$ cat src/rtl/memory_arbiter_if.sv
// ---------------------------------------------------------------------------
// memory_arbiter_if : fetch, data and shared-memory buses of memory_arbiter
// rev 1.0
// ---------------------------------------------------------------------------
`default_nettype none

interface memory_arbiter_if;
  logic        IF_Req_i;
  logic [31:0] IF_Address_i;
  logic        IF_Grant_o;
  logic        IF_Valid_o;
  logic [31:0] IF_Data_o;

  logic        Mem_Read_i;
  logic        Mem_Write_i;
  logic [31:0] Mem_Address_i;
  logic [31:0] Mem_Write_Data_i;
  logic        Mem_Grant_o;
  logic        Mem_Valid_o;
  logic [31:0] Mem_Read_Data_o;

  logic        Ram_Req_o;
  logic        Ram_We_o;
  logic [31:0] Ram_Addr_o;
  logic [31:0] Ram_WData_o;
  logic        Ram_Ack_i;
  logic [31:0] Ram_RData_i;

  logic        Stall_o;

  modport slave (
    input  IF_Req_i, IF_Address_i,
    output IF_Grant_o, IF_Valid_o, IF_Data_o,
    input  Mem_Read_i, Mem_Write_i, Mem_Address_i, Mem_Write_Data_i,
    output Mem_Grant_o, Mem_Valid_o, Mem_Read_Data_o,
    output Ram_Req_o, Ram_We_o, Ram_Addr_o, Ram_WData_o,
    input  Ram_Ack_i, Ram_RData_i,
    output Stall_o
  );

  modport master (
    output IF_Req_i, IF_Address_i,
    input  IF_Grant_o, IF_Valid_o, IF_Data_o,
    output Mem_Read_i, Mem_Write_i, Mem_Address_i, Mem_Write_Data_i,
    input  Mem_Grant_o, Mem_Valid_o, Mem_Read_Data_o,
    input  Ram_Req_o, Ram_We_o, Ram_Addr_o, Ram_WData_o,
    output Ram_Ack_i, Ram_RData_i,
    input  Stall_o
  );
endinterface

`default_nettype wire

$ cat src/rtl/memory_arbiter.sv
// ---------------------------------------------------------------------------
// memory_arbiter : shares one memory port between instruction fetch and data
// rev 1.0
// ---------------------------------------------------------------------------
`default_nettype none

module memory_arbiter #(
  parameter int MAX_DATA_BURST = 4
) (
  input  logic            clk,
  input  logic            reset,
  memory_arbiter_if.slave bus
);

  localparam int C_CNT_W = (MAX_DATA_BURST < 1) ? 1 : $clog2(MAX_DATA_BURST + 1);
  localparam logic [C_CNT_W-1:0] C_BURST_MAX = C_CNT_W'(MAX_DATA_BURST);

  typedef enum logic [1:0] {
    IDLE      = 2'd0,
    IF_BUSY   = 2'd1,
    DATA_BUSY = 2'd2
  } state_t;

  state_t               state_q;
  logic [C_CNT_W-1:0]   burst_q;
  logic [C_CNT_W-1:0]   burst_d;
  logic                 ram_req_q;
  logic                 ram_we_q;
  logic [31:0]          ram_addr_q;
  logic [31:0]          ram_wdata_q;
  logic                 if_valid_q;
  logic                 mem_valid_q;
  logic [31:0]          if_data_q;
  logic [31:0]          mem_rdata_q;

  logic                 w_mem_req;
  logic                 w_if_win;
  logic                 w_mem_win;

  // Grants are decided in the IDLE cycle itself so a requester can drop its
  // request on the following edge; a fetch only wins once data has had its burst.
  always_comb begin
    w_mem_req = bus.Mem_Read_i | bus.Mem_Write_i;
    w_if_win  = 1'b0;
    w_mem_win = 1'b0;
    if (reset && (state_q == IDLE)) begin
      if (bus.IF_Req_i && (!w_mem_req || (burst_q == C_BURST_MAX))) begin
        w_if_win = 1'b1;
      end else if (w_mem_req) begin
        w_mem_win = 1'b1;
      end
    end

    burst_d = burst_q;
    if (w_if_win) begin
      burst_d = '0;
    end else if (w_mem_win) begin
      if (!bus.IF_Req_i) begin
        burst_d = '0;
      end else if (burst_q != C_BURST_MAX) begin
        burst_d = burst_q + C_CNT_W'(1);
      end
    end
  end

  always_ff @(posedge clk) begin
    if (!reset) begin
      state_q     <= IDLE;
      burst_q     <= '0;
      ram_req_q   <= 1'b0;
      ram_we_q    <= 1'b0;
      ram_addr_q  <= '0;
      ram_wdata_q <= '0;
      if_valid_q  <= 1'b0;
      mem_valid_q <= 1'b0;
      if_data_q   <= '0;
      mem_rdata_q <= '0;
    end else begin
      if_valid_q  <= 1'b0;
      mem_valid_q <= 1'b0;
      burst_q     <= burst_d;
      case (state_q)
        IDLE: begin
          if (w_if_win) begin
            state_q    <= IF_BUSY;
            ram_req_q  <= 1'b1;
            ram_we_q   <= 1'b0;
            ram_addr_q <= bus.IF_Address_i;
          end else if (w_mem_win) begin
            state_q     <= DATA_BUSY;
            ram_req_q   <= 1'b1;
            ram_we_q    <= bus.Mem_Write_i;
            ram_addr_q  <= bus.Mem_Address_i;
            ram_wdata_q <= bus.Mem_Write_Data_i;
          end
        end
        IF_BUSY: begin
          if (bus.Ram_Ack_i) begin
            if_data_q  <= bus.Ram_RData_i;
            if_valid_q <= 1'b1;
            ram_req_q  <= 1'b0;
            ram_we_q   <= 1'b0;
            state_q    <= IDLE;
          end
        end
        DATA_BUSY: begin
          if (bus.Ram_Ack_i) begin
            // A store (including read+write together) returns no data.
            if (!ram_we_q) begin
              mem_rdata_q <= bus.Ram_RData_i;
            end
            mem_valid_q <= 1'b1;
            ram_req_q   <= 1'b0;
            ram_we_q    <= 1'b0;
            state_q     <= IDLE;
          end
        end
        default: begin
          state_q   <= IDLE;
          ram_req_q <= 1'b0;
          ram_we_q  <= 1'b0;
        end
      endcase
    end
  end

  assign bus.IF_Grant_o      = w_if_win;
  assign bus.Mem_Grant_o     = w_mem_win;
  assign bus.IF_Valid_o      = if_valid_q;
  assign bus.Mem_Valid_o     = mem_valid_q;
  assign bus.IF_Data_o       = if_data_q;
  assign bus.Mem_Read_Data_o = mem_rdata_q;
  assign bus.Ram_Req_o       = ram_req_q;
  assign bus.Ram_We_o        = ram_we_q;
  assign bus.Ram_Addr_o      = ram_addr_q;
  assign bus.Ram_WData_o     = ram_wdata_q;
  assign bus.Stall_o         = reset & ((bus.IF_Req_i & ~w_if_win) |
                                        (w_mem_req & ~w_mem_win) |
                                        (state_q == DATA_BUSY));

endmodule

`default_nettype wire

$ cat src/flat_wrapper.sv
// flat-port wrapper written by rule: the top's interface ports become plain ports
module memory_arbiter_flat 
#(
  parameter int MAX_DATA_BURST = 4
)
  (clk, reset, bus_IF_Req_i, bus_IF_Address_i, bus_IF_Grant_o, bus_IF_Valid_o, bus_IF_Data_o, bus_Mem_Read_i, bus_Mem_Write_i, bus_Mem_Address_i, bus_Mem_Write_Data_i, bus_Mem_Grant_o, bus_Mem_Valid_o, bus_Mem_Read_Data_o, bus_Ram_Req_o, bus_Ram_We_o, bus_Ram_Addr_o, bus_Ram_WData_o, bus_Ram_Ack_i, bus_Ram_RData_i, bus_Stall_o);
  memory_arbiter_if bus_i ();
  input  logic clk;
  input  logic reset;
  input wire logic [$bits(bus_i.IF_Req_i)-1:0] bus_IF_Req_i;
  input wire logic [$bits(bus_i.IF_Address_i)-1:0] bus_IF_Address_i;
  output wire logic [$bits(bus_i.IF_Grant_o)-1:0] bus_IF_Grant_o;
  output wire logic [$bits(bus_i.IF_Valid_o)-1:0] bus_IF_Valid_o;
  output wire logic [$bits(bus_i.IF_Data_o)-1:0] bus_IF_Data_o;
  input wire logic [$bits(bus_i.Mem_Read_i)-1:0] bus_Mem_Read_i;
  input wire logic [$bits(bus_i.Mem_Write_i)-1:0] bus_Mem_Write_i;
  input wire logic [$bits(bus_i.Mem_Address_i)-1:0] bus_Mem_Address_i;
  input wire logic [$bits(bus_i.Mem_Write_Data_i)-1:0] bus_Mem_Write_Data_i;
  output wire logic [$bits(bus_i.Mem_Grant_o)-1:0] bus_Mem_Grant_o;
  output wire logic [$bits(bus_i.Mem_Valid_o)-1:0] bus_Mem_Valid_o;
  output wire logic [$bits(bus_i.Mem_Read_Data_o)-1:0] bus_Mem_Read_Data_o;
  output wire logic [$bits(bus_i.Ram_Req_o)-1:0] bus_Ram_Req_o;
  output wire logic [$bits(bus_i.Ram_We_o)-1:0] bus_Ram_We_o;
  output wire logic [$bits(bus_i.Ram_Addr_o)-1:0] bus_Ram_Addr_o;
  output wire logic [$bits(bus_i.Ram_WData_o)-1:0] bus_Ram_WData_o;
  input wire logic [$bits(bus_i.Ram_Ack_i)-1:0] bus_Ram_Ack_i;
  input wire logic [$bits(bus_i.Ram_RData_i)-1:0] bus_Ram_RData_i;
  output wire logic [$bits(bus_i.Stall_o)-1:0] bus_Stall_o;
  assign bus_i.IF_Req_i = bus_IF_Req_i;
  assign bus_i.IF_Address_i = bus_IF_Address_i;
  assign bus_IF_Grant_o = bus_i.IF_Grant_o;
  assign bus_IF_Valid_o = bus_i.IF_Valid_o;
  assign bus_IF_Data_o = bus_i.IF_Data_o;
  assign bus_i.Mem_Read_i = bus_Mem_Read_i;
  assign bus_i.Mem_Write_i = bus_Mem_Write_i;
  assign bus_i.Mem_Address_i = bus_Mem_Address_i;
  assign bus_i.Mem_Write_Data_i = bus_Mem_Write_Data_i;
  assign bus_Mem_Grant_o = bus_i.Mem_Grant_o;
  assign bus_Mem_Valid_o = bus_i.Mem_Valid_o;
  assign bus_Mem_Read_Data_o = bus_i.Mem_Read_Data_o;
  assign bus_Ram_Req_o = bus_i.Ram_Req_o;
  assign bus_Ram_We_o = bus_i.Ram_We_o;
  assign bus_Ram_Addr_o = bus_i.Ram_Addr_o;
  assign bus_Ram_WData_o = bus_i.Ram_WData_o;
  assign bus_i.Ram_Ack_i = bus_Ram_Ack_i;
  assign bus_i.Ram_RData_i = bus_Ram_RData_i;
  assign bus_Stall_o = bus_i.Stall_o;
  memory_arbiter #(.MAX_DATA_BURST(MAX_DATA_BURST)) u_core (.clk(clk), .reset(reset), .bus(bus_i));
endmodule
$ cat config.mk
export PLATFORM = sky130hd
export DESIGN_NAME = memory_arbiter_flat
export DESIGN_NICKNAME = d
export VERILOG_FILES = /design/src/rtl/memory_arbiter_if.sv /design/src/rtl/memory_arbiter.sv /design/src/flat_wrapper.sv
export SDC_FILE = /design/constraint.sdc
export NUM_CORES = 1
export LEC_CHECK = 0
export CAP_MARGIN = 20
export CORE_AREA = 4 4 137 139
export CTS_BUF_LIST = sky130_fd_sc_hd__clkbuf_4 sky130_fd_sc_hd__clkbuf_8
export CTS_CLUSTER_SIZE = 30
export DETAILED_ROUTE_END_ITERATION = 7
export DIE_AREA = 0 0 141 143
export PLACE_DENSITY_LB_ADDON = 0.15
export SYNTH_ARGS = -nofsm -noshare
export SYNTH_HDL_FRONTEND = slang
export SYNTH_SLANG_ARGS = --single-unit
$ cat constraint.sdc
create_clock -name clk -period 2.35 [get_ports clk]
set_clock_uncertainty 0.05 [all_clocks]
set_input_delay 0.47 -clock clk [delete_from_list [all_inputs] [get_ports clk]]
set_output_delay 0.47 -clock clk [all_outputs]
set_load 0.05 [all_outputs]
==> results of run 1 <==
routing by layer:
layer / track usage (%) / wire (um) / part of all wire (%) / vias up
met4: 6.48 / 353 / 1.9 / 0
met3: 6.40 / 1470 / 8.1 / 23
met1: 20.6 / 7420 / 41 / 2546
li1: - / - / - / 2607
met2: 29.1 / 8900 / 49 / 173
met5: 0 / 0 / 0 / -
power groups by stage:
stage | combinational, W | clock [W] | sequential, W
2_1_floorplan | 0.000387 | 0 | 0.00309
3_3_place_gp | 0.00153 | 0 | 0.00260
3_5_place_dp | 0.00155 | 0 | 0.00260
4_1_cts | 0.00156 | 0.00223 | 0.00255
5_1_grt | 0.00164 | 0.00233 | 0.00257
6_report | 0.00156 | 0.00216 | 0.00255
registers in the layout, summed over array words and instances (netlist names):
register and cells:
u_core.bus.IF_Data_o 32, u_core.bus.Mem_Read_Data_o 32, u_core.bus.Ram_Addr_o 32, u_core.bus.Ram_WData_o 32, u_core.burst_q 3, u_core.state_q 2
u_core.bus.IF_Valid_o 1, u_core.bus.Mem_Valid_o 1, u_core.bus.Ram_Req_o 1, u_core.bus.Ram_We_o 1
what timing repair did:
| item | CTS | global route |
|---|---|---|
| gates resized for setup | 3 | 7 |
| pin swaps | 0 | 0 |
| hold buffers | 0 | 0 |
| setup endpoints to repair | 3 | 3 |
metrics by stage:
step	setup slack [ns]	cells	hold slack (ns)	util [%]
final	0.102	1094	0.404	49.1
after detailed placement	0.0194	1061	0.397	46.4
after global placement	0.0312	1061	0.392	46.4
after floorplan	0.126	601	0.425	-
after global routing	0.0358	1094	0.421	49.1
after CTS	0.00172	1093	0.409	49.0
worst register-to-register path, stage by stage, from the launching register on:
cell	delay [ns]
dfxtp_2	0.36
inv_1	0.05
ha_1	0.24
a2bb2oi_1	0.29
nor2_4	0.11
buf_4	0.18
a221o_2	0.38
how the worst min path moves through the flow:
stage,to
5_1_grt,u_core.bus.Mem_Read_Data_o[28]$_SDFFE_PN0P_
2_1_floorplan,u_core.burst_q[0]$_SDFFE_PP0P_
6_report,u_core.bus.Mem_Read_Data_o[10]$_SDFFE_PN0P_
3_3_place_gp,u_core.bus.Mem_Read_Data_o[22]$_SDFFE_PN0P_
4_1_cts,u_core.bus.Mem_Read_Data_o[11]$_SDFFE_PN0P_
3_5_place_dp,u_core.bus.Mem_Read_Data_o[26]$_SDFFE_PN0P_
logic make-up after synthesis:
family / Yosys count / share of synthesized area [%]
buffers and inverters: 60 / 5.56
flip-flops: 137 / 52.5
AND/OR/NAND/NOR: 218 / 19.0
adder cells (fa/ha/maj): 5 / 1.20
AO/OA/AOI/OAI: 181 / 21.8
final cells by class:
cell class	count	area, um2
Fill cell	1657	8980
Sequential cell	137	2740
Clock inverter	14	195
Antenna cell	1	2.50
Inverter	5	18.8
Clock buffer	18	248
Timing Repair Buffer	286	2960
Tap cell	229	287
Multi-Input combinational cell	404	2230
cell usage after synthesis (3+ instances only):
cell        n  area [um2]
a21oi_1   101         505
a221o_1    20         200
a221o_2    12         135
and3_1     34         213
buf_1       8        30.0
buf_2      16        80.1
buf_6       5        56.3
clkbuf_1   24        90.1
dfxtp_1   137        2740
ha_1        5        62.6
inv_1       4        15.0
nand2_1   130         488
nand3_1    36         180
nor2_1      3        11.3
nor3_1      5        25.0
o21ai_0    35         175
==> impl_metrics.ini, run 1 <==
[status]
outcome = complete, no violations

[sta]
setup_viol = 0
hold_viol = 0
slew_headroom_pct = 61.6
period_minus_slack_ns = 2.25
finalCritPeriodShare_pct = 95.7
tightest_slew_ns = 0.575
max_freq_mhz = 445
rsz0062_at_grt = no
finalMaxSlewViolations = 0
setup-tns-final_ns = 0

[detailed_routing]
vias = 5349
viasPerCell = 4.89
drt_pass1_iterations = 5
routed_wl_um = 18100
drt_iter0_markers = 157
drc_errors = 0
postRouteAntennaNets = 0
wl_per_cell_um = 16.6

[grt]
overflow = 0
track_usage_pct = 17.4
antenna_found_initial = 1
grt_max_degree = 83
grt_pass1_wl_um = 27800
grt_pass1_vias = 5279

[synth]
syn_nets = 740
synth_top_flop_cell = dfxtp_1
synth_area_mm2 = 0.00522
ys_seq_area_share_pct = 52.5
syn_avg_cell_area_um2 = 8.69
async_reset_ff_share_pct = 0
synthDistinctLibCells = 39
ys_warn_count = 0
synthCells = 601
synth-seq-cells = 137
synth_edf_count = 0

[layout]
layout_commonest_cell = clkdlybuf4s50_1
layout-drive-gt1-share_pct = 8.91
area_growth_pct = 66.2
nNetsFinal = 990
most-common-layout-cells = clkdlybuf4s50_1 (263), dfxtp_1 (136), nand2_1 (130), a21oi_1 (101)
design_area_mm2 = 0.00868

[worst_setup_path]
worst-path-stages = 5
cp_max_fo = 5
worstReg2RegEnd = u_core.bus.Ram_Addr_o[7]$_SDFFE_PN0P_
cp-endpoint = bus_Stall_o
cp_num_buf_inv = 2
worstPathRequired_ns = 1.83
arrival_ns = 1.73
worstSetupPathType = primary input to output port
end_kind = output port
cp-startpoint = bus_Mem_Read_i
crit_family = buffers and inverters
reg2reg_depth = 6
r2r-start = u_core.burst_q[0]$_SDFFE_PP0P_
r2r_slack_ns = 0.58
cp_cell_sequence = clkdlybuf4s50_1 -> nor3_2 -> a21oi_1 -> o21a_1 -> buf_12
startpoint_type = primary input
slowest_delay_ns = 0.53
slowest_stage = clkdlybuf4s50_1

[clock_tree]
clk_pin_slew_ns = 0.07
clk_path_buf_depth = 2
htree_levels = 4
cts_made_buffers = 17
cts.sink_count = 137
cts_setup_buffers = 0
root_buffer = clkbuf_8
insertion_delay_ns = 0.44
cts_tree = built

[pwr]
clkPwrFrac_pct = 34.4
power.total_w = 0.00626
p_per_area_mw_per_mm2 = 722
power.internal_w = 0.00431
combPwrFrac_pct = 24.9
p_leak_nw = 3.19
vdd_drop_max_mv = 0.319
power_switching_w = 0.00196
seqPwrFrac_pct = 40.7
p_sw_share_pct = 31.2

[die]
dieArea_mm2 = 0.0202
die_x_um = 141
fp.dieH_um = 143
core-area_mm2 = 0.0177
ios = 269
start_util_pct = 29.6
num_rows = 49

[placed_design]
post_dp_cell_area_mm2 = 0.00819
numPortBuffers = 268
hpwl_um = 12800
gp_congestion = 0.771

[min_path]
holdPathStages = 2
hp-class = register to register
hp-start = u_core.bus.Mem_Read_Data_o[10]$_SDFFE_PN0P_

[run]
maxCapViolCount = 0
Power figures use the tool's default switching activity.
==> run 2: changes to the inputs <==
- CORE_AREA: 4 4 137 139 -> 2 2 135 137
- DIE_AREA: 0 0 141 143 -> 0 0 137 139
==> run 2 against run 1 <==
Effect of this change:
- first-iteration DRC count grew 66%
- sequential power barely moved
- die area shrank 5.6%
- worst setup slack improved by 0.011 ns
- highest routed layer unchanged
- combinational power barely moved
==> impl_metrics.ini, run 2 (same netlist as run 1, synthesis figures left out) <==
[detailed_routing]
wl_met1_um = 7130
drt_iter0_markers = 261
routed_wl_um = 17800
drt_pass1_iterations = 4
vias = 5408
viasPerCell = 4.96
postRouteAntennaNets = 0
wl_per_cell_um = 16.3
top_layer = met4
wl_met3_um = 1540
dr_wl_met2_um = 8600
drc_errors = 0

[worst_setup_path]
end_kind = output port
arrival_ns = 1.72
cp_max_fo = 11
worstSetupPathType = register to output port
r2r-start = u_core.burst_q[0]$_SDFFE_PP0P_
r2r_slack_ns = 0.56
worstPathRequired_ns = 1.83
startpoint_type = register
reg2reg_depth = 6
worstReg2RegEnd = u_core.bus.Ram_Addr_o[5]$_SDFFE_PN0P_

[placed_design]
hpwl_um = 12200
gp_congestion = 0.764
place_inst = 1060
numPortBuffers = 268

[layout]
layout_commonest_cell = clkdlybuf4s50_1
nNetsFinal = 989
postLayoutCoreUtil_pct = 48.6
area_growth_pct = 64.2
stdcell_count = 1091
most-common-layout-cells = clkdlybuf4s50_1 (262), dfxtp_1 (137), nand2_1 (130), a21oi_1 (101)
layout-drive-gt1-share_pct = 8.48

[grt]
antenna_found_initial = 1
grt_pass1_vias = 5336
grt_pass1_wl_um = 27600
track_usage_pct = 18.3
grt_max_degree = 99
overflow = 0

[min_path]
holdPathStages = 2
hp-class = register to register
hp-start = u_core.bus.Mem_Read_Data_o[16]$_SDFFE_PN0P_
hold_end = u_core.bus.Mem_Read_Data_o[16]$_SDFFE_PN0P_

[sta]
hold_viol = 0
setup-tns-final_ns = 0
finalMaxSlewViolations = 0
slew_headroom_pct = 61.4
rsz0062_at_grt = no
max_freq_mhz = 447
period_minus_slack_ns = 2.24
finalCritPeriodShare_pct = 95.2
tightest_slew_ns = 0.578
setup_viol = 0

[clock_tree]
cts_made_buffers = 17
clk_path_buf_depth = 2
cts.sink_count = 137
root_buffer = clkbuf_8
clk_pin_slew_ns = 0.08
insertion_delay_ns = 0.43
cts_tree = built
htree_levels = 4

[die]
fp.dieH_um = 139
core-area_mm2 = 0.0177
ios = 269
dieArea_mm2 = 0.0190
die_x_um = 137
num_rows = 49
start_util_pct = 29.6

[pwr]
vdd_drop_max_mv = 0.374
p_per_area_mw_per_mm2 = 693
p_leak_nw = 3.14

[run]
maxCapViolCount = 0

[status]
outcome = complete, no violations
## run 2: cell count changes in the layout (fill, tap and decap cells not counted), moves of 2 or more
cell,previous run,this run
buf_12,11,9
bufinv_16,4,1
clkbuf_8,18,20
clkinv_4,4,2
clkinvlp_4,1,4
## run 2: power by group
part | internal [W] | switching, W
sequential | 0.00247 | 0.0000813
clock | 0.000911 | 0.000936
combinational | 0.000635 | 0.000908
total | 0.00402 | 0.00193
## run 2: worst max-delay path by stage
stage / slack, ns / from / cells after the start / to
after CTS: 0.0004 / u_core.burst_q[0]$_SDFFE_PP0P_ / 5 / bus_Mem_Grant_o
after floorplan: 0.13 / u_core.burst_q[0]$_SDFFE_PP0P_ / 6 / bus_Mem_Grant_o
after global routing: 0.01 / u_core.state_q[0]$_SDFFE_PN0P_ / 5 / bus_IF_Grant_o
after detailed placement: 0.02 / bus_Mem_Write_i / 4 / bus_Mem_Grant_o
final: 0.11 / u_core.state_q[0]$_SDFFE_PN0P_ / 5 / bus_IF_Grant_o
after global placement: 0.03 / bus_Mem_Write_i / 4 / bus_Mem_Grant_o
## run 2: per-layer routing
metal  up-vias  GRT usage (%)
li1       2605              -
met1      2565           21.1
met2       201           30.2
met3        37           6.87
met4         0           7.87
met5         -              0
## run 2: what timing repair did
| item | 4_1_cts | 5_1_grt |
|---|---|---|
| hold buffers | 0 | 0 |
| setup buffers | 0 | 0 |
| endpoints found under the setup margin | 3 | 2 |
| resized for setup | 2 | 8 |
| endpoints found under the hold margin | 0 | 0 |
## run 2: through the flow
step	area (um2)	worst slack, ns	hold slack [ns]	total power, W
floorplan	5220	0.126	0.425	0.00348
global placement	8160	0.0261	0.393	0.00412
detailed placement	8160	0.0225	0.396	0.00414
CTS	8540	0.000366	0.407	0.00600
global route	8570	0.0104	0.422	0.00621
finish	8570	0.113	0.405	0.00594
## run 2: cell type report
class | instances | area (um2)
antenna | 1 | 2.50
clock buffer | 20 | 275
clock inverter | 10 | 96.3
fill | 1683 | 9080
inverter | 5 | 18.8
multi-input combinational | 404 | 2230
sequential | 137 | 2740
tap | 229 | 287
timing repair buffer | 285 | 2930
## run 2: critical path, cell delays in order, from the launching register on
cell and delay [ns]:
dfxtp_1 0.34, inv_1 0.13, ha_4 0.24, nand3_1 0.13
nor2_2 0.27, buf_12 0.18
==> run 3: changes to the inputs <==
- ABC_CLOCK_PERIOD_IN_PS: unset -> 2350
==> results of run 3 <==
Same layout as run 2: the final DEF is identical, and so are final timing and power.
